===== src/rtl/regfile_pkg.sv =====
// Shared widths and the write-buffer entry type for the
// register-file writeback path.
package regfile_pkg;

    localparam int DATA_WIDTH = 20;
    localparam int REG_NUMBER = 5;

    typedef struct packed {
        logic [REG_NUMBER-1:0] rd;
        logic [DATA_WIDTH-1:0] data;
    } wb_entry_t;

endpackage


===== src/rtl/regfile_writeback_wb_fifo.sv =====
// In-order writeback buffer: storage, wrapping pointers and
// occupancy, with all slots exposed for the forwarding search.
module wb_fifo
    import regfile_pkg::*;
#(
    parameter  int DEPTH = 4,
    localparam int PW    = $clog2(DEPTH),
    localparam int CW    = PW + 1
) (
    input  logic                  clk,
    input  logic                  rst,
    input  logic                  push,
    input  wb_entry_t             push_entry,
    input  logic                  pop,
    output wb_entry_t             head_entry,
    output wb_entry_t [DEPTH-1:0] entries,
    output logic [PW-1:0]         head_ptr,
    output logic [CW-1:0]         count
);

    wb_entry_t [DEPTH-1:0] mem_q;
    logic [PW-1:0] head_q, head_d;
    logic [PW-1:0] tail_q, tail_d;
    logic [CW-1:0] count_q, count_d;

    // DEPTH is a power of two, so the pointers wrap by overflow.
    always_comb begin
        head_d  = head_q;
        tail_d  = tail_q;
        count_d = count_q;
        if (push) tail_d = tail_q + 1'b1;
        if (pop)  head_d = head_q + 1'b1;
        unique case (1'b1)
            push && !pop: count_d = count_q + 1'b1;
            pop && !push: count_d = count_q - 1'b1;
            default: ;
        endcase
    end

    always_ff @(posedge clk or negedge rst) begin
        if (!rst) begin
            head_q  <= '0;
            tail_q  <= '0;
            count_q <= '0;
        end else begin
            head_q  <= head_d;
            tail_q  <= tail_d;
            count_q <= count_d;
        end
    end

    always_ff @(posedge clk) begin
        if (push) mem_q[tail_q] <= push_entry;
    end

    assign head_entry = mem_q[head_q];
    assign entries    = mem_q;
    assign head_ptr   = head_q;
    assign count      = count_q;

endmodule


===== src/rtl/regfile_writeback.sv =====
// Writeback arbiter: ALU/memory producers into an in-order buffer
// that drains one entry per cycle, with operand forwarding.
module regfile_writeback #(
    parameter  int DATA_WIDTH = regfile_pkg::DATA_WIDTH,
    parameter  int REG_NUMBER = regfile_pkg::REG_NUMBER,
    parameter  int DEPTH      = 4,
    localparam int CW         = $clog2(DEPTH) + 1
) (
    input  logic                  clk,
    input  logic                  rst,
    input  logic                  alu_valid,
    output logic                  alu_ready,
    input  logic [REG_NUMBER-1:0] alu_rd,
    input  logic [DATA_WIDTH-1:0] alu_data,
    input  logic                  mem_valid,
    output logic                  mem_ready,
    input  logic [REG_NUMBER-1:0] mem_rd,
    input  logic [DATA_WIDTH-1:0] mem_data,
    output logic                  rf_reg_write,
    output logic [REG_NUMBER-1:0] rf_rd,
    output logic [DATA_WIDTH-1:0] rf_data_rd,
    input  logic [REG_NUMBER-1:0] q_rs1,
    input  logic [REG_NUMBER-1:0] q_rs2,
    output logic                  fwd1_hit,
    output logic [DATA_WIDTH-1:0] fwd1_data,
    output logic                  fwd2_hit,
    output logic [DATA_WIDTH-1:0] fwd2_data,
    output logic [CW-1:0]         count,
    output logic                  full,
    output logic                  empty
);

    import regfile_pkg::*;

    localparam int PW = $clog2(DEPTH);

    wb_entry_t             push_entry;
    wb_entry_t             head_entry;
    wb_entry_t [DEPTH-1:0] entries;
    logic [PW-1:0]         head_ptr;
    logic                  alu_fire;
    logic                  mem_fire;
    logic                  push;
    logic                  pop;

    assign full  = (count == CW'(DEPTH));
    assign empty = (count == '0);

    // ALU wins ties; nothing is accepted while reset is held.
    assign alu_ready = rst && !full;
    assign mem_ready = rst && !full && !alu_valid;
    assign alu_fire  = alu_valid && alu_ready;
    assign mem_fire  = mem_valid && mem_ready;

    always_comb begin
        push_entry = '0;
        push       = 1'b0;
        unique case (1'b1)
            alu_fire: begin
                push_entry.rd   = alu_rd;
                push_entry.data = alu_data;
                push            = (alu_rd != '0);
            end
            mem_fire: begin
                push_entry.rd   = mem_rd;
                push_entry.data = mem_data;
                push            = (mem_rd != '0);
            end
            default: ;
        endcase
    end

    assign pop = !empty;

    wb_fifo #(
        .DEPTH(DEPTH)
    ) u_fifo (
        .clk       (clk),
        .rst       (rst),
        .push      (push),
        .push_entry(push_entry),
        .pop       (pop),
        .head_entry(head_entry),
        .entries   (entries),
        .head_ptr  (head_ptr),
        .count     (count)
    );

    assign rf_reg_write = !empty;
    assign rf_rd        = empty ? '0 : head_entry.rd;
    assign rf_data_rd   = empty ? '0 : head_entry.data;

    // Walk oldest to youngest so the last match is the youngest.
    always_comb begin
        logic [PW-1:0] idx;
        idx       = '0;
        fwd1_hit  = 1'b0;
        fwd1_data = '0;
        fwd2_hit  = 1'b0;
        fwd2_data = '0;
        for (int k = 0; k < DEPTH; k++) begin
            idx = head_ptr + PW'(k);
            if (CW'(k) < count) begin
                if (q_rs1 != '0 && entries[idx].rd == q_rs1) begin
                    fwd1_hit  = 1'b1;
                    fwd1_data = entries[idx].data;
                end
                if (q_rs2 != '0 && entries[idx].rd == q_rs2) begin
                    fwd2_hit  = 1'b1;
                    fwd2_data = entries[idx].data;
                end
            end
        end
    end

endmodule


===== config.mk =====
export PLATFORM = sky130hd
export DESIGN_NAME = regfile_writeback
export DESIGN_NICKNAME = d
export VERILOG_FILES = /design/src/rtl/regfile_pkg.sv /design/src/rtl/regfile_writeback_wb_fifo.sv /design/src/rtl/regfile_writeback.sv
export SDC_FILE = /design/constraint.sdc
export NUM_CORES = 1
export LEC_CHECK = 0
export ABC_CLOCK_PERIOD_IN_PS = 3200
export CAP_MARGIN = 25
export CELL_PAD_IN_SITES_DETAIL_PLACEMENT = 0
export CELL_PAD_IN_SITES_GLOBAL_PLACEMENT = 1
export CORE_MARGIN = 2
export CORE_UTILIZATION = 39
export DETAILED_ROUTE_END_ITERATION = 6
export MAX_ROUTING_LAYER = met4
export PLACE_DENSITY = 0.87
export SLEW_MARGIN = 20
export SYNTH_ARGS = -nofsm -noshare
export SYNTH_HDL_FRONTEND = slang
export SYNTH_HIERARCHICAL = 1
export SYNTH_SLANG_ARGS = --single-unit

===== constraint.sdc =====
create_clock -name clk -period 3.2 [get_ports clk]
set_clock_uncertainty 0.1 [all_clocks]
set_input_delay 0.64 -clock clk [delete_from_list [all_inputs] [get_ports clk]]
set_output_delay 0.64 -clock clk [all_outputs]
set_load 0.1 [all_outputs]

---- Yosys cells after proc, flatten, opt, wreduce, memory -nomap -nowiden ----
Index checks and enable logic that the tools add are counted.
W data, S select, Z words.
storage, ports and cells
  register bits after elaboration ......... 107
  input bits .............................. 64
  output and inout bits ................... 75
  word-level logic and storage cells ...... 109
cells by class
  add/sub/neg operators ................... 6
  $lt $le $gt $ge ......................... 10
  equality and inequality tests ........... 9
  muxes and demuxes ....................... 48
  reductions and logical operators ........ 25
operators with widths
  cell                   count
  $mux W20               17
  $bmux W25 S2           4
  $mux W25               5
  $bwmux W100            1
  $demux W25 S2          1
  $pmux W25 S2           1
  $eq A5 B5 Y1           8
  $reduce_bool A5 Y1     4
  $mux W1                16
  $logic_and A1 B1 Y1    15
  $lt A2 B3 Y1 const B   5
  $lt A1 B3 Y1 const A   2
  $lt A2 B3 Y1 const A   2
  $pmux W3 S2            1
  $mux W5                1
  $add A2 B1 Y2 const B  2
  $add A2 B2 Y2 const B  2
  $logic_not A1 Y1       4
  $add A3 B1 Y3 const B  1
  $eq A3 B3 Y1 const B   1
  $logic_not A3 Y1       1
  $sub A3 B1 Y3 const B  1
  $ge A2 B1 Y1 const B   1
  $pmux W1 S2            1
  $reduce_bool A2 Y1     1

---- Logic depth before layout (Yosys ltp) ----
  depth in word-level cells ............... 12
  gate-level depth with buffers ........... 14
  depth with buffers taken out ............ 12

---- Cells and area by module ----
Netlist, hierarchy kept.
modules (own cells, without submodules)
  module             instances  cells an instance  area each (um^2)  sequential area each (um^2)
  regfile_writeback  1          689                4809.6            0.0
  wb_fifo            1          162                4032.6            3178.0

---- Worst setup path after synthesis ----
Ideal clock, no wire load.
  kind .................................... reg2reg
  start ................................... reg u_fifo.count_q[2], in the netlist u_fifo/count[2]
  end ..................................... reg u_fifo.count_q[1], in the netlist u_fifo/count[1]
  setup time .............................. 0.126 ns
  arrival ................................. 7.375 ns
  required time ........................... 2.974 ns
  path slack .............................. -4.401 ns
  stages on the path, launching flop included .. 13
  buffers on the path ..................... 2
  clock period less this slack ............ 7.601 ns
  cell sequence ........................... dfrtp_1 > nor3b_1 > nor2b_1 > nor2b_1 > and2_1 > clkbuf_1 > clkbuf_1 > o21ai_0 > nand2_1 > inv_1 > ha_1 > fa_1 > mux2_2
between the ends
  cells in the longest elaborated chain, start to end .. 9
  elaborated cells between the ends (all ways) .. 14
  classes of those cells .................. eq/ne: 1; mux: 2; reduce/logical: 11
RTL lines
  what                     line                             text
  start, declared          regfile_writeback_wb_fifo.sv:24  logic [CW-1:0] count_q, count_d;
  start signal, assigned   regfile_writeback_wb_fifo.sv:48  count_q <= count_d;
  $eq A3 B3 Y1 (*)         regfile_writeback.sv:46          assign full = (count == CW'(DEPTH));
  via full                 regfile_writeback.sv:29          output logic full,
  $logic_not A1 Y1 (*)     regfile_writeback.sv:50          assign alu_ready = rst && !full;
  $logic_and A1 B1 Y1 (*)  regfile_writeback.sv:50
  via alu_ready            regfile_writeback.sv:12          output logic alu_ready,
  $logic_and A1 B1 Y1 (*)  regfile_writeback.sv:51          assign mem_ready = rst && !full && !alu_valid;
  via mem_ready            regfile_writeback.sv:16          output logic mem_ready,
  $logic_and A1 B1 Y1 (*)  regfile_writeback.sv:53          assign mem_fire = mem_valid && mem_ready;
  $pmux W1 S2 (*)          regfile_writeback.sv:58          unique case (1'b1)
  via push                 regfile_writeback.sv:43          logic push;
  $logic_not A1 Y1         regfile_writeback_wb_fifo.sv:35  pop && !push: count_d = count_q - 1'b1;
  $logic_and A1 B1 Y1      regfile_writeback_wb_fifo.sv:35
  $pmux W3 S2 (*)          regfile_writeback_wb_fifo.sv:33  unique case (1'b1)
  via u_fifo.count_d[1]    regfile_writeback_wb_fifo.sv:24
Mark *: on every way through the listed nets, which the timed path passes. The rest lies on a longest branch.
A chain may end at the register's enable or synchronous reset.

---- Worst setup path after layout ----
  start ................................... reg u_fifo.head_q[0], in the netlist u_fifo/head_ptr[0]
  end ..................................... out fwd2_data[8]
between the ends
  cells in the longest elaborated chain, start to end .. 12
  elaborated cells between the ends (all ways) .. 27
  classes of those cells .................. add/sub: 3; eq/ne: 4; mux: 16; reduce/logical: 4
RTL lines
  what                                                                    line                             text
  start, declared                                                         regfile_writeback_wb_fifo.sv:22  logic [PW-1:0] head_q, head_d;
  start signal, assigned                                                  regfile_writeback_wb_fifo.sv:42  head_q <= '0;
  start signal, assigned                                                  regfile_writeback_wb_fifo.sv:46  head_q <= head_d;
  parallel branches: the longest is 11 deep, another holds $add A2 B1 Y2  --
  $mux W20 (*)                                                            regfile_writeback.sv:103         if (CW'(k) < count) begin
  end, declared                                                           regfile_writeback.sv:27          output logic [DATA_WIDTH-1:0] fwd2_data,
Every way passes the cells marked *. The select of a mux whose other input is x is not followed.

==> run_results.csv <==
group,metric,value,unit
global_routing,overflow,0,
die,row_count,55,
critical_path,cp_data_arrival_time,3.26,ns
cells_and_area,design_area,14220,um2
critical_path,cp.depth,9,
place,dp_slack,-0.5629,ns
critical_path,crit_family,"simple AND/OR/NAND/NOR gates",
clocking,h-tree-depth,3,
die,core,22430,um2
die,ioPinCount,139,
sta,setup_violations,58,
synth,ys_seq_area_share,35.94,%
status,failed_checks,"negative setup slack",
flow_run,drv_cap,0,
die,start_util,39.41,%
die,die_area,23890,um2
synth,syn_nets,921,
global_routing,antenna_found_initial,0,
clocking,clk_path_buf_depth,2,
sta,rsz0062_at_grt,"yes",
critical_path,end_kind,"output pin",
detailed_routing,drtIter0Drc,626,
sta,worst_slack,-0.7951,ns
die,chipWidth,154.6,um
critical_path,slowest_delay,0.59,ns
sta,post-route-period-util,124.8,%
place,dpl.hpwl,20840,um
cells_and_area,fin_nets,1180,
cells_and_area,final_cell_mix,"buf_4 (166), edfxtp_1 (100), buf_12 (87)",
cells_and_area,multiInputGateArea,6381,um2
critical_path,cp.required,2.46,ns
detailed_routing,topRoutingLayerUsed,"met4",
cells_and_area,final_cells,1400,
critical_path,cp_max_fo,41,
synth,yosysUniqueCellTypes,50,
global_routing,grt_pass1_wl,43530,um
detailed_routing,drc,0,
synth,synth_edf_count,100,
synth,syn-instance-count,851,
detailed_routing,ant_nets,0,
synth,syn-cell-area,8842,um2
critical_path,startpoint_type,"flop",
global_routing,grt_pass1_vias,7555,
cells_and_area,syn2layout_area_growth,60.87,%
detailed_routing,wl_met2,12670,um
synth,ys_async_sr_fraction,6.542,%
sta,max-slew-margin-rel,44.75,%
cells_and_area,n_antenna_cell,0,
clocking,tritoncts,"done",
die,die_height,154.6,um
cells_and_area,ff_latch_area,3197,um2
synth,ys.flop_type,"edfxtp_1",
place,gp_congestion,0.9065,
synth,synth_seq_cells,107,
sta,timing.fmax,0.2503,GHz
clocking,cts_inserted_buffers,9,
synth,yosys_warnings,6,
detailed_routing,routed_wl,28490,um
status,status,"complete, but fails checks",
place,portBuffers,138,
sta,tightestPinTransition,0.8287,ns
detailed_routing,vias,7971,
sta,min_period,3.995,ns
cells_and_area,drive_above_1_share,44.75,%
detailed_routing,firstDrtPassIters,5,
critical_path,cpMostUsedCell,"buf_12",
global_routing,grt_max_degree,95,
cells_and_area,nFillCells,1645,
critical_path,cp_cell_sequence,"buf_8 -> mux4_2 -> xnor2_1 -> nand4_1 -> or4_1 -> buf_12 -> o221a_1 -> o31ai_4 -> buf_12",
detailed_routing,viasPerCell,5.694,
sta,drv_slew,0,
cells_and_area,final_common_cell,"buf_4",
synth,syn_area_per_cell,10.39,um2
clocking,holdBufCountCts,0,
place,place_area,13370,um2
clocking,clkSinkCount,107,
clocking,clk_pin_slew,0.06,ns
critical_path,worst-setup-path-type,"reg2out",
min_path,hold_depth,1,
detailed_routing,wl_met3,1974,um
clocking,cts_root_buffer,"clkbuf_16",
sta,tns,-30.61,ns
place,placed_cells,1362,
global_routing,grt_use_total,24.21,%
detailed_routing,wire_per_inst,20.35,um
critical_path,crit_slowest_cell,"mux4_2",
clocking,clock_latency,0.34,ns
critical_path,cp.buffers_inverters,3,
min_path,hold_class,"reg2reg",
critical_path,r2r_cells,13,
detailed_routing,met1_length,13530,um
sta,hold_violations,0,
-- per-stage QoR --
stage | utilization [%] | hold slack, ns
after floorplan | - | 0.2444
final | 63.41 | 0.4269
after global routing | 63.41 | 0.4493
after global placement | 59.59 | 0.4119
after CTS | 61.75 | 0.4279
after detailed placement | 59.59 | 0.4167
-- cell families (layout without fill, tap and decap cells) --
family	Yosys count	in the layout	share of synthesized area [%]
flops	107	107	35.94
xor+xnor	42	42	4.160
fa+ha+maj	6	6	0.9339
simple gates	283	284	16.68
buf+inv	110	373	5.816
compound gates	192	192	16.00
mux	111	111	20.46
-- final timing paths --
check	endpoint	slack [ns]	from
max	fwd2_data[8]	-0.80	u_fifo/head_ptr[0]$_DFFE_PN0P_
min	u_fifo/tail_q[0]$_DFFE_PN0P_	0.43	u_fifo/tail_q[0]$_DFFE_PN0P_
max reg2reg	u_fifo/count[2]$_DFFE_PN0P_	0.47	u_fifo/count[2]$_DFFE_PN0P_
min reg2reg	u_fifo/tail_q[0]$_DFFE_PN0P_	0.43	u_fifo/tail_q[0]$_DFFE_PN0P_
max in group asynchronous	u_fifo/head_ptr[0]$_DFFE_PN0P_	2.32	rst
min in group asynchronous	u_fifo/count[2]$_DFFE_PN0P_	0.54	rst
-- routing by layer --
metal,global-route usage [%],vias to the layer above
li1,-,3742
met5,-,-
met3,3.530,25
met2,34.55,314
met1,36.96,3890
met4,4.409,0
-- timing repair --
action,in CTS,in global routing
setup endpoints to repair,61,61
pin swaps,5,14
cloned,2,4
resized for setup,14,37
buffers inserted,10,7
-- cell type report --
type	count	area share, %
clock buffers	9	1.583
flip-flops and latches	107	22.47
well taps	285	2.507
repair buffers	333	27.36
inverters	24	0.6333
clock inverters	7	0.5805
multi-input cells	635	44.86
-- sequential cells by signal, indices dropped and copies added, names as in the netlist --
register,count
u_fifo/count,3
u_fifo/entries,100
u_fifo/head_ptr,2
u_fifo/tail_q,2
-- cells in the mapped netlist, drive strengths merged, types with 5 or more instances --
cell    count  area (um2)
nand2      44       165.2
o221a      19       214.0
nor3b      22       165.2
dfrtp       7       175.2
o31ai      20       215.2
xor2       15       131.4
a31oi      19       118.9
nor3       59       295.3
a22o       25       219.0
xnor2      27       236.5
and2       54       337.8
buf        28       205.2
clkbuf     58       219.0
nor4        5       46.29
o21ai      24       120.1
mux2       20       225.2
a21oi      57       285.3
inv        24       90.09
a211oi     20       150.1
edfxtp    100        3003
nor2b      22       137.6
ha          5       62.56
mux4       49        1164
nor2       63       236.5
mux2i      42       420.4
Power is not shown: default switching activity piles up to over one toggle a cycle in this logic, so the estimate is an artifact.
